## src/rtl/dmem_dma_pkg.sv

```systemverilog
// -----------------------------------------------------------------------------
// dmem_dma_pkg
// Shared types and constants for the dmem_dma word-copy initiator.
//   dma_state_t : controller state encoding (also visible on dbg_state)
//   WORD_BYTES  : byte stride between consecutive 32-bit words
// Optional feature macro used by the top: DMEM_DMA_CHECKSUM_EN
// -----------------------------------------------------------------------------
package dmem_dma_pkg;

    typedef enum logic [2:0] {
        IDLE = 3'd0,
        REQ  = 3'd1,
        RD   = 3'd2,
        WR   = 3'd3,
        DONE = 3'd4
    } dma_state_t;

    localparam int WORD_BYTES = 4;

endpackage

```

## src/rtl/dmem_dma_ctr.sv

```systemverilog
// -----------------------------------------------------------------------------
// dmem_dma_ctr
// Source/destination word pointers and remaining-word counter.
// Ports:
//   clk, i_reset        clock, synchronous active-high reset (clears all)
//   i_load              load pointers and count from i_src/i_dst/i_len
//   i_step              advance both pointers one word, decrement count
//   i_src, i_dst        word-aligned start addresses to load
//   i_len               number of words to load
//   o_src_ptr/o_dst_ptr current read/write byte addresses
//   o_last              remaining count is exactly one
// Pointers wrap modulo 2^ADDR_W.
// -----------------------------------------------------------------------------
module dmem_dma_ctr
    import dmem_dma_pkg::*;
#(
    parameter int ADDR_W = 32,
    parameter int LEN_W  = 10
) (
    input  logic              clk,
    input  logic              i_reset,
    input  logic              i_load,
    input  logic              i_step,
    input  logic [ADDR_W-1:0] i_src,
    input  logic [ADDR_W-1:0] i_dst,
    input  logic [LEN_W-1:0]  i_len,
    output logic [ADDR_W-1:0] o_src_ptr,
    output logic [ADDR_W-1:0] o_dst_ptr,
    output logic              o_last
);

    logic [ADDR_W-1:0] r_src_ptr;
    logic [ADDR_W-1:0] r_dst_ptr;
    logic [LEN_W-1:0]  r_remaining;

    always_ff @(posedge clk) begin
        if (i_reset) begin
            r_src_ptr   <= '0;
            r_dst_ptr   <= '0;
            r_remaining <= '0;
        end else if (i_load) begin
            r_src_ptr   <= i_src;
            r_dst_ptr   <= i_dst;
            r_remaining <= i_len;
        end else if (i_step) begin
            r_src_ptr   <= r_src_ptr + ADDR_W'(WORD_BYTES);
            r_dst_ptr   <= r_dst_ptr + ADDR_W'(WORD_BYTES);
            r_remaining <= r_remaining - LEN_W'(1);
        end
    end

    assign o_src_ptr = r_src_ptr;
    assign o_dst_ptr = r_dst_ptr;
    assign o_last    = (r_remaining == LEN_W'(1));

endmodule

```

## src/rtl/dmem_dma.sv

```systemverilog
// -----------------------------------------------------------------------------
// dmem_dma
// Bus initiator that copies len 32-bit words from byte address src to byte
// address dst over the data-memory port (combinational read, write on posedge).
// Ports:
//   clk, reset           clock, synchronous active-high reset
//   start, src, dst, len transfer request (accepted only in IDLE)
//   busy, done           status: busy from accept through DONE, done pulse
//   bus_req, bus_gnt     port request / grant from the top-level arbiter
//   mem_we, mem_adr,
//   mem_wd, mem_rd       data-memory port
//   dbg_state            current controller state (dma_state_t encoding)
//   checksum             only with DMEM_DMA_CHECKSUM_EN: mod-2^32 sum of
//                        every word written in the current/last transfer
// Handshake: bus_req is held high in REQ/RD/WR; a cycle counts as a bus
// transfer only when bus_gnt is high in that same cycle. Without grant the
// controller freezes its state and outputs, and mem_we stays low.
// -----------------------------------------------------------------------------
module dmem_dma
    import dmem_dma_pkg::*;
#(
    parameter int ADDR_W = 32,
    parameter int LEN_W  = 10
) (
    input  logic              clk,
    input  logic              reset,
    input  logic              start,
    input  logic [ADDR_W-1:0] src,
    input  logic [ADDR_W-1:0] dst,
    input  logic [LEN_W-1:0]  len,
    output logic              busy,
    output logic              done,
    output logic              bus_req,
    input  logic              bus_gnt,
    output logic              mem_we,
    output logic [ADDR_W-1:0] mem_adr,
    output logic [31:0]       mem_wd,
    input  logic [31:0]       mem_rd,
    output logic [2:0]        dbg_state
`ifdef DMEM_DMA_CHECKSUM_EN
    ,
    output logic [31:0]       checksum
`endif
);

    dma_state_t        r_state;
    logic [31:0]       r_data;
    logic              w_accept;
    logic              w_step;
    logic              w_last;
    logic              w_we;
    logic [ADDR_W-1:0] w_src_ptr;
    logic [ADDR_W-1:0] w_dst_ptr;
    logic [ADDR_W-1:0] w_src_aligned;
    logic [ADDR_W-1:0] w_dst_aligned;

    assign w_accept      = (r_state == IDLE) && start;
    assign w_step        = (r_state == WR) && bus_gnt;
    assign w_src_aligned = {src[ADDR_W-1:2], 2'b00};
    assign w_dst_aligned = {dst[ADDR_W-1:2], 2'b00};

    dmem_dma_ctr #(
        .ADDR_W (ADDR_W),
        .LEN_W  (LEN_W)
    ) u_ctr (
        .clk       (clk),
        .i_reset   (reset),
        .i_load    (w_accept),
        .i_step    (w_step),
        .i_src     (w_src_aligned),
        .i_dst     (w_dst_aligned),
        .i_len     (len),
        .o_src_ptr (w_src_ptr),
        .o_dst_ptr (w_dst_ptr),
        .o_last    (w_last)
    );

    always_ff @(posedge clk) begin
        if (reset) begin
            r_state <= IDLE;
            r_data  <= '0;
        end else begin
            case (r_state)
                IDLE: begin
                    if (start) begin
                        r_state <= (len == '0) ? DONE : REQ;
                    end
                end
                REQ: begin
                    if (bus_gnt) begin
                        r_state <= RD;
                    end
                end
                RD: begin
                    if (bus_gnt) begin
                        r_data  <= mem_rd;
                        r_state <= WR;
                    end
                end
                WR: begin
                    if (bus_gnt) begin
                        r_state <= w_last ? DONE : RD;
                    end
                end
                DONE: begin
                    r_state <= IDLE;
                end
                default: begin
                    r_state <= IDLE;
                end
            endcase
        end
    end

    // Reset is qualified in so that a transfer aborted mid-WR never writes
    // in the cycle the abort is taken.
    assign w_we = (r_state == WR) && bus_gnt && !reset;

    assign busy      = (r_state != IDLE);
    assign done      = (r_state == DONE);
    assign bus_req   = (r_state == REQ) || (r_state == RD) || (r_state == WR);
    assign mem_we    = w_we;
    assign mem_adr   = (r_state == RD) ? w_src_ptr :
                       (r_state == WR) ? w_dst_ptr : '0;
    assign mem_wd    = (r_state == WR) ? r_data : '0;
    assign dbg_state = r_state;

`ifdef DMEM_DMA_CHECKSUM_EN
    logic [31:0] r_checksum;

    always_ff @(posedge clk) begin
        if (reset) begin
            r_checksum <= '0;
        end else if (w_accept) begin
            r_checksum <= '0;
        end else if (w_we) begin
            r_checksum <= r_checksum + r_data;
        end
    end

    assign checksum = r_checksum;
`endif

endmodule

```

## config.mk

```make
export PLATFORM = sky130hd
export DESIGN_NAME = dmem_dma
export DESIGN_NICKNAME = d
export VERILOG_FILES = /design/src/rtl/dmem_dma_pkg.sv /design/src/rtl/dmem_dma_ctr.sv /design/src/rtl/dmem_dma.sv
export SDC_FILE = /design/constraint.sdc
export NUM_CORES = 1
export LEC_CHECK = 0
export BUFFER_PORTS_ARGS = -buffer_cell sky130_fd_sc_hd__buf_2
export CAP_MARGIN = 10
export CELL_PAD_IN_SITES_DETAIL_PLACEMENT = 1
export CELL_PAD_IN_SITES_GLOBAL_PLACEMENT = 2
export CORE_ASPECT_RATIO = 1.25
export CORE_MARGIN = 3
export CORE_UTILIZATION = 33
export CTS_BUF_LIST = sky130_fd_sc_hd__clkbuf_4 sky130_fd_sc_hd__clkbuf_8
export DETAILED_ROUTE_END_ITERATION = 8
export PLACE_DENSITY_LB_ADDON = 0.1
export SLEW_MARGIN = 20
export SYNTH_ARGS = -nofsm -noshare
export SYNTH_HDL_FRONTEND = slang
export SYNTH_HIERARCHICAL = 1
export SYNTH_SLANG_ARGS = --single-unit
```

## constraint.sdc

```tcl
create_clock -name clk -period 4.14 [get_ports clk]
set_clock_uncertainty 0.15 [all_clocks]
set_input_delay 0.414 -clock clk [delete_from_list [all_inputs] [get_ports clk]]
set_output_delay 0.414 -clock clk [all_outputs]
set_load 0.005 [all_outputs]
```

# Word-level counts from Yosys, hierarchy flattened
# Cells that the tools add are included.
# W data, S select, Z words.
[totals]
input_bits = 110
romBits = 0
out_inout_bits = 71
register_bits = 109
memories = 0
latchBits = 0
wordCells = 48
ramBits = 0
[classes]
shifts = 0
mux = 16
n_addsub = 3
eq_ne = 9
n_div = 0
reduce_logical = 13
n_mul = 0
magnitude_cmp = 0
bitwise = 0
[op_table]
columns = ["operator", "count"]
rows = [
  ["$mux W32", 7],
  ["$add A32 B3 Y32 const B", 2],
  ["$mux W10", 2],
  ["$mux W3", 6],
  ["$pmux W3 S4", 1],
  ["$eq A10 B1 Y1 const B", 1],
  ["$logic_not A10 Y1", 1],
  ["$sub A10 B1 Y10 const B", 1],
  ["$ne A2 B2 Y1 const B", 4],
  ["$eq A3 B2 Y1 const B", 2],
  ["$reduce_and A4 Y1", 1],
  ["$eq A3 B1 Y1 const B", 1],
  ["$eq A3 B3 Y1 const B", 1],
  ["$logic_and A1 B1 Y1", 3],
  ["$logic_not A3 Y1", 1],
  ["$reduce_bool A3 Y1", 1],
  ["$logic_or A1 B1 Y1", 2],
  ["$reduce_and A2 Y1", 1],
  ["$reduce_bool A2 Y1", 1],
  ["$reduce_or A2 Y1", 1],
  ["$logic_not A1 Y1", 1],
]

# Logic depth before layout (Yosys ltp)
# Gate-level depths: netlist of the first run.
[depth]
depth_word = 4
depth_mapped = 10
depth_no_buf = 6

# Modules after synthesis
# The synthesis of the first run kept the hierarchy.
[by_module_without_submodules]
columns = ["module", "area_each_um2", "seq_area_each_um2", "n_inst", "cells_each"]
rows = [
  ["dmem_dma_ctr", 4344.2, 1481.4, 1, 538],
  ["dmem_dma", 1905.6, 700.7, 1, 246],
]

# Worst setup path after synthesis of the first run
# No wires, ideal clock.
[synth_path]
path_kind = "register to register"
startpoint = "reg r_state[0] (netlist: dbg_state[0])"
endpoint = "reg u_ctr.r_src_ptr[27] (netlist: u_ctr/o_src_ptr[27])"
setup_ps = 79
path_buffers = 2
t_arrival_ps = 2300
synth_period_minus_slack_ps = 2529
stages_incl_launch_ff = 9
slack_ps = 1611
required_ps = 3911
cell_sequence = "dfxtp_1 buf_2 and3b_1 buf_2 and2_1 or3b_2 nor2_1 or4b_2 o211ai_1"
[synth_between]
elab_chain_len = 3
word_cells_on_any_way = 6
classes_between = "1 x eq/ne; 1 x mux; 4 x reduce/logical"
[synth_rtl]
columns = ["element", "line_no", "rtl"]
rows = [
  ["start, declared", "dmem_dma.sv:46", "dma_state_t r_state;"],
  ["start signal, assigned", "dmem_dma.sv:86", "r_state <= (len == '0) ? DONE : REQ;"],
  ["start signal, assigned", "dmem_dma.sv:102", "r_state <= w_last ? DONE : RD;"],
  ["$eq A3 B2 Y1", "dmem_dma.sv:58", "assign w_step = (r_state == WR) && bus_gnt;"],
  ["$logic_and A1 B1 Y1", "dmem_dma.sv:58", ""],
  ["net w_step", "dmem_dma.sv:49", "logic w_step;"],
  ["$reduce_bool A2 Y1 (no line)", "-", ""],
  ["end signal, assigned", "dmem_dma_ctr.sv:42", "r_src_ptr <= i_src;"],
  ["end signal, assigned", "dmem_dma_ctr.sv:46", "r_src_ptr <= r_src_ptr + ADDR_W'(WORD_BYTES);"],
  ["end, declared", "dmem_dma_ctr.sv:32", "logic [ADDR_W-1:0] r_src_ptr;"],
]
# The timed path passes the listed nets, and every way through them passes these cells.
# A chain may end at the register's enable or synchronous reset.

# Worst setup path after layout of the first run
[layout_path]
startpoint = "reg r_state[0] (netlist: dbg_state[0])"
endpoint = "reg u_ctr.r_dst_ptr[24] (netlist: u_ctr/o_dst_ptr[24])"
[layout_between]
elab_chain_len = 3
word_cells_on_any_way = 6
classes_between = "1 x eq/ne; 1 x mux; 4 x reduce/logical"
[layout_rtl]
columns = ["element", "line_no", "rtl"]
rows = [
  ["$eq A3 B2 Y1", "dmem_dma.sv:58", ""],
  ["$logic_and A1 B1 Y1", "dmem_dma.sv:58", ""],
  ["net w_step", "dmem_dma.sv:49", ""],
  ["$reduce_bool A2 Y1 (no line)", "-", ""],
  ["end signal, assigned", "dmem_dma_ctr.sv:43", "r_dst_ptr <= i_dst;"],
  ["end signal, assigned", "dmem_dma_ctr.sv:47", "r_dst_ptr <= r_dst_ptr + ADDR_W'(WORD_BYTES);"],
  ["end, declared", "dmem_dma_ctr.sv:33", "logic [ADDR_W-1:0] r_dst_ptr;"],
]
# The timed path passes the listed nets, and every way through them passes these cells.

==> run metrics, run 1 <==
Critical Path RT=about 4300 ps; Final setup viols=0; DP Area=7251 sq um; crit-path max cell delay=a little over 600 ps; ANT nets after route=0; Pre-antenna DRT Iters=4; critical path class=flip-flop to flip-flop; largest net degree at the start of global routing=70; status=finished clean; worst r2r src=dbg_state[0]; dominant synthesized flop cell=dfxtp_1; Slew Limit Fails=0; Synth cell types=64; commonest non-fill, non-tap cell in the layout=buf_2; Hold Path Class=primary input to flip-flop; most frequent cells in the layout=buf_2 (175), dfxtp_1 (109), nand2_1 (107); HPWL after detailed placement=15700 um; Slew Limit Headroom=between 40% and 50%; FMAX=roughly 0.31 GHz; routed wire length=21640 um; io pins=181; Port-buffer cells=176; clk_lat worst skew=380 ps; total gr overflow=0; Chip Height=159.9 um; Final TNS setup=0 ps; max cap viols=0; internal power=1.579 mW; Post-CTS Resized=0; crit end category=flip-flop; Core Box Area=roughly 18000 sq um; crit-path max FO=16; Avg Cell Area, Syn=7.972 sq um; net switching power figure=728.2 uW; DRC Markers=0; CTS tree=done; hold_buf cts=0; slew of the pin with the lowest slew margin=796.8 ps; row count=55; number of synthesized flops with an enable pin=0; first-pass GRT wire length=about 35000 um; Iter 0 DRT Violations=260; WL/cell=between 15 and 20 um; Seq pwr share=54.5%; Async SR Flop Fraction=0%; PD cells=310.0 nW/um^2; area grow syn2layout=19.08%; Final nets=1037; clock root cell=clkbuf_8; Finished Cell Area=~7400 sq um; Reg clk slew, reported paths=100 ps; unrepaired setup endpoints after global routing=false; Routability Congestion=0.8287; H-tree depth=3; initial antenna violation count=0; sequential element share of the synthesized area=34.91%; peak supply drop=0.1501 mV; vias in the first global route=approximately 6600; ant diodes=0; min-delay src=mem_rd[26]; crit path DAT=~3400 ps; Sw Share=31.56%; period utilization=between 70% and 80%; Post-Synthesis Cells=784; share of cells above drive strength 1=23.71%; worst path cell trace=and3b_2 -> and2_1 -> and3_1 -> nand2_1 -> or4_1 -> a311oi_1; Yosys warning total=6; R2R cell count=6; post-CTS setup buffers=0; slowest stage cell on the critical path=dfxtp_1; static leakage=~3 nW; Mapped Area=6250 sq um; initial core utilization=34.01%; die area=20640 sq um; die width=129.1 um; CP Launch Point=dbg_state[0]; vias=6380; CTS sink cnt=between 100 and 150; GRT Util Overall=20.61%; synthesized flop and latch total=~110; Period minus WS final=3212 ps; routed vias/inst=5.519; Num CTS Buffers=9; CP Launch Type=flip-flop; Max clock buf depth=2; Hold Crit Depth=3; Clock power frac=28.6%; power share of the combinational group=16.8%; Final Hold Fails=0
worst max-delay path: cells and delay by family, from the launching register on:
kind               cells  cell delay [ps]
AOI/OAI and AO/OA      1              260
DFF                    1              620
and+or+nand+nor        5             2090
cells in the mapped netlist (2+ instances only):
master	instances	share of area (%)
nand4_4	3	1.0
a21oi_1	51	4.1
o21ai_0	13	1.0
nor4b_1	2	0.28
or3_1	11	1.1
dfxtp_1	109	35
or2_2	2	0.20
nor2b_1	6	0.60
xor2_1	21	2.9
nand2_1	107	6.4
buf_1	5	0.30
ha_1	4	0.80
inv_1	10	0.60
and4_2	2	0.32
o31ai_1	11	1.3
o21bai_1	2	0.24
and3b_1	2	0.28
a311oi_1	19	2.7
or4_1	11	1.3
and4_1	18	2.5
nor3_1	12	0.96
and3_1	7	0.70
buf_2	15	1.2
and2_1	41	4.1
clkbuf_2	2	0.16
nor2_1	74	4.4
buf_6	4	0.72
a22o_1	32	4.5
a2111oi_0	4	0.56
mux2i_1	8	1.3
clkbuf_1	34	2.0
xnor2_1	11	1.5
a31oi_1	2	0.20
a211oi_1	28	3.4
o31a_1	3	0.42
nand4_1	25	2.5
o22ai_1	2	0.20
nor4_1	12	1.2
nor3b_1	10	1.2
nand3_1	25	2.0
path summary, 6_finish.rpt:
path                               to  slack [ps]
setup / recovery  u_ctr/o_dst_ptr[24]         930
hold / removal             r_data[26]         110
setup reg to reg  u_ctr/o_dst_ptr[24]         930
hold reg to reg             r_data[9]         310
power groups by stage:
stage	Combinational [mW]	Sequential (mW)	Clock, mW
CTS	0.393	1.26	0.687
finish	0.388	1.26	0.661
global placement	0.377	1.27	0
floorplan	0.263	1.23	0
global route	0.439	1.28	0.733
detailed placement	0.390	1.28	0
registers in the layout, indices dropped and copies added (netlist names):
name / cells
u_ctr/o_dst_ptr: 32
u_ctr/r_remaining: 10
r_data: 32
dbg_state: 3
u_ctr/o_src_ptr: 32
area by class of cell:
class	instances	area, sq um
fill	2309	10930
multi-input combinational	607	3787
sequential	109	2182
timing repair buffer	186	958.4
tap	228	285.3
clock buffer	14	173.9
inverter	10	37.54
clock inverter	2	17.52
cell families (layout without fill, tap and decap cells):
logic type                 after synthesis  count (layout)  share of synthesized area (%)
buffers and inverters                   71             212                          5.145
other                                    1               4                        0.06000
and+or+nand+nor                        382             382                          33.27
muxes                                    8               8                          1.281
DFF                                    109             109                          34.91
xor gates and xnor gates                32              32                          4.485
AOI/OAI and AO/OA                      177             177                          20.04
adders and majority gates                4               4                         0.8008
per-layer routing:
| metal | wire [um] | share of wire [%] | GRT usage [%] | vias to the layer above |
|---|---|---|---|---|
| met3 | 881 | 4.1 | 2.509 | 24 |
| met5 | 0 | 0 | 0 | - |
| met2 | 10540 | 49 | 35.00 | 155 |
| li1 | - | - | - | 3143 |
| met4 | 422 | 2.0 | 6.686 | 0 |
| met1 | 9793 | 45 | 26.93 | 3058 |
through the flow:
step | power [mW] | std cells | utilization, % | setup slack [ps] | hold WS, ps
after floorplan | 1.494 | 787 | - | 1611 | 281.7
after global placement | 1.652 | 1140 | 39.46 | 1040 | 287.8
final | 2.307 | 1156 | 40.50 | 928.4 | 113.9
after global routing | 2.447 | 1156 | 40.50 | 718.6 | 105.9
after detailed placement | 1.671 | 1140 | 39.46 | 950.5 | 295.6
after CTS | 2.337 | 1156 | 40.50 | 919.2 | 86.40
(Power assumes the default switching activity.)
==> run 2, diff against run 1 <==
--- a/config.mk
+++ b/config.mk
@@ -11,7 +11,7 @@
 export CELL_PAD_IN_SITES_GLOBAL_PLACEMENT = 2
 export CORE_ASPECT_RATIO = 1.25
 export CORE_MARGIN = 3
-export CORE_UTILIZATION = 33
+export CORE_UTILIZATION = 27
 export CTS_BUF_LIST = sky130_fd_sc_hd__clkbuf_4 sky130_fd_sc_hd__clkbuf_8
 export DETAILED_ROUTE_END_ITERATION = 8
 export PLACE_DENSITY_LB_ADDON = 0.1
==> constraint.sdc (replaced) <==
create_clock -name clk -period 2.65 [get_ports clk]
set_clock_uncertainty 0.15 [all_clocks]
set_input_delay 0.265 -clock clk [delete_from_list [all_inputs] [get_ports clk]]
set_output_delay 0.265 -clock clk [all_outputs]
set_load 0.005 [all_outputs]
==> run metrics, run 2 (synthesis results as in run 1) <==
setup ws final=189.9 ps (-738.5 ps); initial antenna violation count=0 (unchanged); commonest non-fill, non-tap cell in the layout=buf_2; area grow syn2layout=35.16%; crit-path max FO=17 (+1); DRC Markers=0 (unchanged); ANT nets after route=0 (unchanged); routed wire length=24000 um (+11%); die area=25020 sq um (+21%); CP Launch Type=flip-flop; static leakage=3.385 nW (+14%); PD cells=440.7 nW/um^2 (+42%); first-pass GRT wire length=38250 um (+10%); Fillers=2699 (+17%); R2R cell count=7 (+1); H-tree depth=3 (unchanged); clock root cell=clkbuf_8; ant diodes=0 (unchanged); vias in the first global route=7312 (+10%); Register Area=2182 sq um (unchanged); Final Hold Fails=0 (unchanged); Routability Congestion=0.8035 (-3.0%); row count=61 (+11%); period utilization=92.83% (+15 points); FF-to-FF End=u_ctr/o_src_ptr[22]; Chip Height=176.1 um (+10%); Slew Limit Headroom=48.21% (+1.4 points); share of cells above drive strength 1=23.59% (-0.12 points); HPWL after detailed placement=17250 um (+9.9%); total gr overflow=0 (unchanged); Slew Limit Fails=0 (unchanged); CTS sink cnt=109 (unchanged); Num CTS Buffers=9 (unchanged); GRT Util Overall=18.88% (-1.7 points); clk_lat worst skew=390 ps (about the same); Max clock buf depth=2 (unchanged); crit end category=flip-flop; Reg clk slew, reported paths=110 ps (about the same); Pre-antenna DRT Iters=4 (unchanged); Core Box Area=22520 sq um (+23%); slew of the pin with the lowest slew margin=775.1 ps (-21.69 ps); peak supply drop=0.2331 mV (+55%); max cap viols=0 (unchanged); FMAX=0.4065 GHz (+31%); Hold Crit Depth=3 (unchanged); crit path DAT=2620 ps (-730 ps); hold slack=31.89 ps (-82.01 ps); worst r2r src=dbg_state[2]; io pins=181 (unchanged); Period minus WS final=2460 ps (-751.5 ps); post-CTS setup buffers=0 (unchanged); status=finished clean; post-place setup slack=17.93 ps (-932.5 ps); initial core utilization=27.76% (-6.3 points); routed vias/inst=5.209 (-5.6%); Pwr Total=3.723 mW (+61%); largest net degree at the start of global routing=65 (-7.1%); Critical Path RT=2810 ps (-1460 ps); Reg2Reg Setup Slack=190 ps (-740 ps); critical path class=flip-flop to flip-flop; die width=142.1 um (+10%); min-delay src=src[18]; WL/cell=18.34 um (-2.0%); Final setup viols=0 (unchanged); hold endpoint=u_ctr/o_src_ptr[18]; Final TNS setup=0 ps (unchanged); vias=6818 (+6.9%); Iter 0 DRT Violations=346 (+33%); Final nets=1135 (+9.5%); unrepaired setup endpoints after global routing=false; Hold Path Class=primary input to flip-flop; CTS tree=done; Port-buffer cells=176 (unchanged); area occupied by multi-input gates=3790 sq um (about the same); most frequent cells in the layout=buf_2 (175), dfxtp_1 (109), nand2_1 (107)
run 2: cell count changes in the layout (fill, tap and decap cells not counted), moves of 2 or more:
| cell | before | now |
|---|---|---|
| clkinvlp_4 | 0 | 2 |
| buf_4 | 11 | 29 |
| dlygate4sd3_1 | 0 | 78 |
| clkbuf_4 | 3 | 1 |
| inv_6 | 0 | 2 |
| clkbuf_8 | 11 | 9 |
run 2: worst max-delay path, cell delays in order, from the launching register on:
cell and delay (ps):
dfxtp_1 330, and3b_2 240, and2_2 270, buf_6 230, and3_1 280, nand2_1 150
or3_2 440, a311oi_1 280
run 2: worst max path at each step:
stage | start | to | slack (ps) | cells past startpoint
after floorplan | dbg_state[0] | u_ctr/o_src_ptr[27] | 120 | 8
after global placement | dbg_state[2] | u_ctr/o_src_ptr[22] | 80 | 7
after detailed placement | dbg_state[2] | u_ctr/o_src_ptr[22] | 20 | 7
after CTS | dbg_state[2] | u_ctr/o_src_ptr[22] | 110 | 7
after global routing | dbg_state[2] | u_ctr/o_src_ptr[28] | 40 | 7
final | dbg_state[2] | u_ctr/o_src_ptr[22] | 190 | 7
run 2: area by class of cell:
class / count / share of cell area [%]
Timing Repair Buffer: 284 / 22.56
Clock inverter: 6 / 0.5481
Sequential cell: 109 / 25.83
Inverter: 10 / 0.4444
Multi-Input combinational cell: 607 / 44.87
Clock buffer: 10 / 1.555
Tap cell: 283 / 4.192
run 2: stage by stage:
step | utilization [%] | cells | instance area [sq um]
floorplan | - | 787 | 6261
global placement | 33.23 | 1215 | 7482
detailed placement | 33.23 | 1215 | 7482
CTS | 37.49 | 1309 | 8442
global route | 37.52 | 1309 | 8447
finish | 37.52 | 1309 | 8447
run 2: routing by layer:
layer | vias up | share of wire (%) | track usage, %
li1 | 3340 | - | -
met1 | 3298 | 44 | 23.49
met2 | 161 | 51 | 34.25
met3 | 19 | 3.7 | 2.167
met4 | 0 | 1.5 | 5.000
met5 | - | 0 | 0
run 2: power by group:
part | internal [mW] | switching, mW | total, mW
registers | 1.77 | 0.188 | 1.96
clock network | 0.361 | 0.650 | 1.01
logic | 0.367 | 0.388 | 0.755
total | 2.50 | 1.23 | 3.72
run 2: timing repair:
item | 4_1_cts | 5_1_grt
endpoints found under the setup margin | 2 | 4
endpoints found under the hold margin | 79 | 0
pin swaps | 0 | 0
hold buffers | 78 | 0
gates resized for setup | 1 | 2
==> run 3, diff against run 2 <==
--- a/config.mk
+++ b/config.mk
@@ -14,6 +14,7 @@
 export CORE_UTILIZATION = 27
 export CTS_BUF_LIST = sky130_fd_sc_hd__clkbuf_4 sky130_fd_sc_hd__clkbuf_8
 export DETAILED_ROUTE_END_ITERATION = 8
+export MAX_ROUTING_LAYER = met4
 export PLACE_DENSITY_LB_ADDON = 0.1
 export SLEW_MARGIN = 20
 export SYNTH_ARGS = -nofsm -noshare
==> run metrics, run 3 (synthesis results as in run 1) <==
status=finished clean; power share of the combinational group=20.3% (about the same); DP Area=7482 sq um (unchanged); vias in the first global route=7300 (-0.16%); Finished Cell Area=8447 sq um (unchanged); Num CTS Buffers=9 (unchanged); largest net degree at the start of global routing=65 (unchanged); Sw Share=33.04% (+0.12 points); Critical Path RT=2810 ps (about the same); crit-path max FO=17 (unchanged); critical path class=flip-flop to flip-flop; row count=61 (unchanged); max cap viols=0 (unchanged); crit path DAT=2630 ps (about the same); HPWL after detailed placement=17250 um (unchanged); most frequent cells in the layout=buf_2 (175), dfxtp_1 (109), nand2_1 (107); min-delay src=src[18]; hold endpoint=u_ctr/o_src_ptr[18]; total gr overflow=0 (unchanged); commonest non-fill, non-tap cell in the layout=buf_2; slew of the pin with the lowest slew margin=795.1 ps (+19.98 ps); Port-buffer cells=176 (unchanged); CP Launch Type=flip-flop; clock root cell=clkbuf_8; static leakage=3.385 nW (unchanged); FMAX=0.4039 GHz (-0.63%); Hold Crit Depth=3 (unchanged); PD cells=441.5 nW/um^2 (+0.18%); first-pass GRT wire length=38270 um (about the same); Slew Limit Headroom=46.88% (-1.3 points); ANT nets after route=0 (unchanged); period utilization=93.42% (+0.59 points); H-tree depth=3 (unchanged); Final Hold Fails=0 (unchanged); hold slack=26.66 ps (-5.237 ps); net switching power figure=1.232 mW (+0.54%); Chip Height=176.1 um (unchanged); Final setup viols=0 (unchanged); initial antenna violation count=0 (unchanged); Max clock buf depth=2 (unchanged); Iter 0 DRT Violations=321 (-7.2%); unrepaired setup endpoints after global routing=false; peak supply drop=0.2367 mV (+1.5%); Period minus WS final=2476 ps (+15.59 ps); worst r2r src=dbg_state[2]; Pre-antenna DRT Iters=5 (+1); Core Box Area=22520 sq um (unchanged); ant diodes=0 (unchanged); R2R cell count=7 (unchanged); Final TNS setup=0 ps (unchanged); FF-to-FF End=u_ctr/o_src_ptr[22]; Hold Path Class=primary input to flip-flop; GRT Util Overall=19.43% (+0.55 points); crit end category=flip-flop; internal power=2.497 mW (about the same); share of cells above drive strength 1=23.59% (unchanged); routed wire length=24050 um (+0.19%); io pins=181 (unchanged); Clock power frac=27.2% (about the same); WL/cell=18.37 um (+0.19%); DRC Markers=0 (unchanged); CTS sink cnt=109 (unchanged); Slew Limit Fails=0 (unchanged); die area=25020 sq um (unchanged); vias=6855 (+0.54%); clk_lat worst skew=400 ps (about the same); Reg2Reg Setup Slack=170 ps (-20 ps); area grow syn2layout=35.16% (unchanged); CTS tree=done; Final nets=1135 (unchanged); Reg clk slew, reported paths=110 ps (about the same); die width=142.1 um (unchanged); Seq pwr share=52.5% (about the same); initial core utilization=27.76% (unchanged); routed vias/inst=5.237 (+0.54%); post-CTS setup buffers=0 (unchanged); Routability Congestion=0.8151 (+1.4%)
## run 3: cell counts in the layout (fill, tap and decap cells not counted)
No cell type changed its count.
## run 3: timing repair
action / 4_1_cts / 5_1_grt
hold endpoints to repair: 79 / 0
endpoints found under the setup margin: 2 / 4
resized for setup: 1 / 2
hold buffers: 78 / 0
## run 3: power by group through the flow
stage | clock network (mW) | registers (mW) | logic, mW
6_report | 1.02 | 1.96 | 0.757
5_1_grt | 1.12 | 1.98 | 0.841
4_1_cts | 1.06 | 1.95 | 0.763
3_5_place_dp | 0 | 1.99 | 0.667
3_3_place_gp | 0 | 1.99 | 0.647
2_1_floorplan | 0 | 1.92 | 0.410
## run 3: per-layer routing
layer / GRT usage (%) / up-vias / share of wire [%]
met5: - / - / 0
met4: 5.000 / 0 / 1.4
met3: 1.897 / 18 / 4.1
met2: 34.11 / 175 / 50
met1: 23.79 / 3320 / 44
li1: - / 3342 / -
## run 3: layout make-up
cell class | instances | area, sq um
Tap cell | 283 | 354.1
Clock inverter | 6 | 46.29
Sequential cell | 109 | 2182
Clock buffer | 10 | 131.4
Timing Repair Buffer | 284 | 1906
Fill cell | 2699 | 14070
Multi-Input combinational cell | 607 | 3790
Inverter | 10 | 37.54
## run 3: worst max path at each step
| stage | start | endpoint | slack [ps] | cells after the start |
|---|---|---|---|---|
| 2_1_floorplan | dbg_state[0] | u_ctr/o_src_ptr[27] | 120 | 8 |
| 3_3_place_gp | dbg_state[2] | u_ctr/o_src_ptr[22] | 80 | 7 |
| 3_5_place_dp | dbg_state[2] | u_ctr/o_src_ptr[22] | 20 | 7 |
| 4_1_cts | dbg_state[2] | u_ctr/o_src_ptr[22] | 110 | 7 |
| 5_1_grt | dbg_state[2] | u_ctr/o_src_ptr[28] | 40 | 7 |
| 6_report | dbg_state[2] | u_ctr/o_src_ptr[22] | 170 | 7 |
## run 3: worst max-delay path, stage by stage (launching register included)
cell	delay [ps]
dfxtp_1	330
and3b_2	240
and2_2	270
buf_6	230
and3_1	300
nand2_1	160
or3_2	440
a311oi_1	280
## run 3: through the flow
| stage | setup WS (ps) | std cells | power (mW) | util (%) |
|---|---|---|---|---|
| floorplan | 121.4 | 787 | 2.334 | - |
| global placement | 84.49 | 1215 | 2.632 | 33.23 |
| detailed placement | 17.93 | 1215 | 2.660 | 33.23 |
| CTS | 107.0 | 1309 | 3.779 | 37.49 |
| global route | 38.54 | 1309 | 3.939 | 37.52 |
| finish | 174.3 | 1309 | 3.730 | 37.52 |
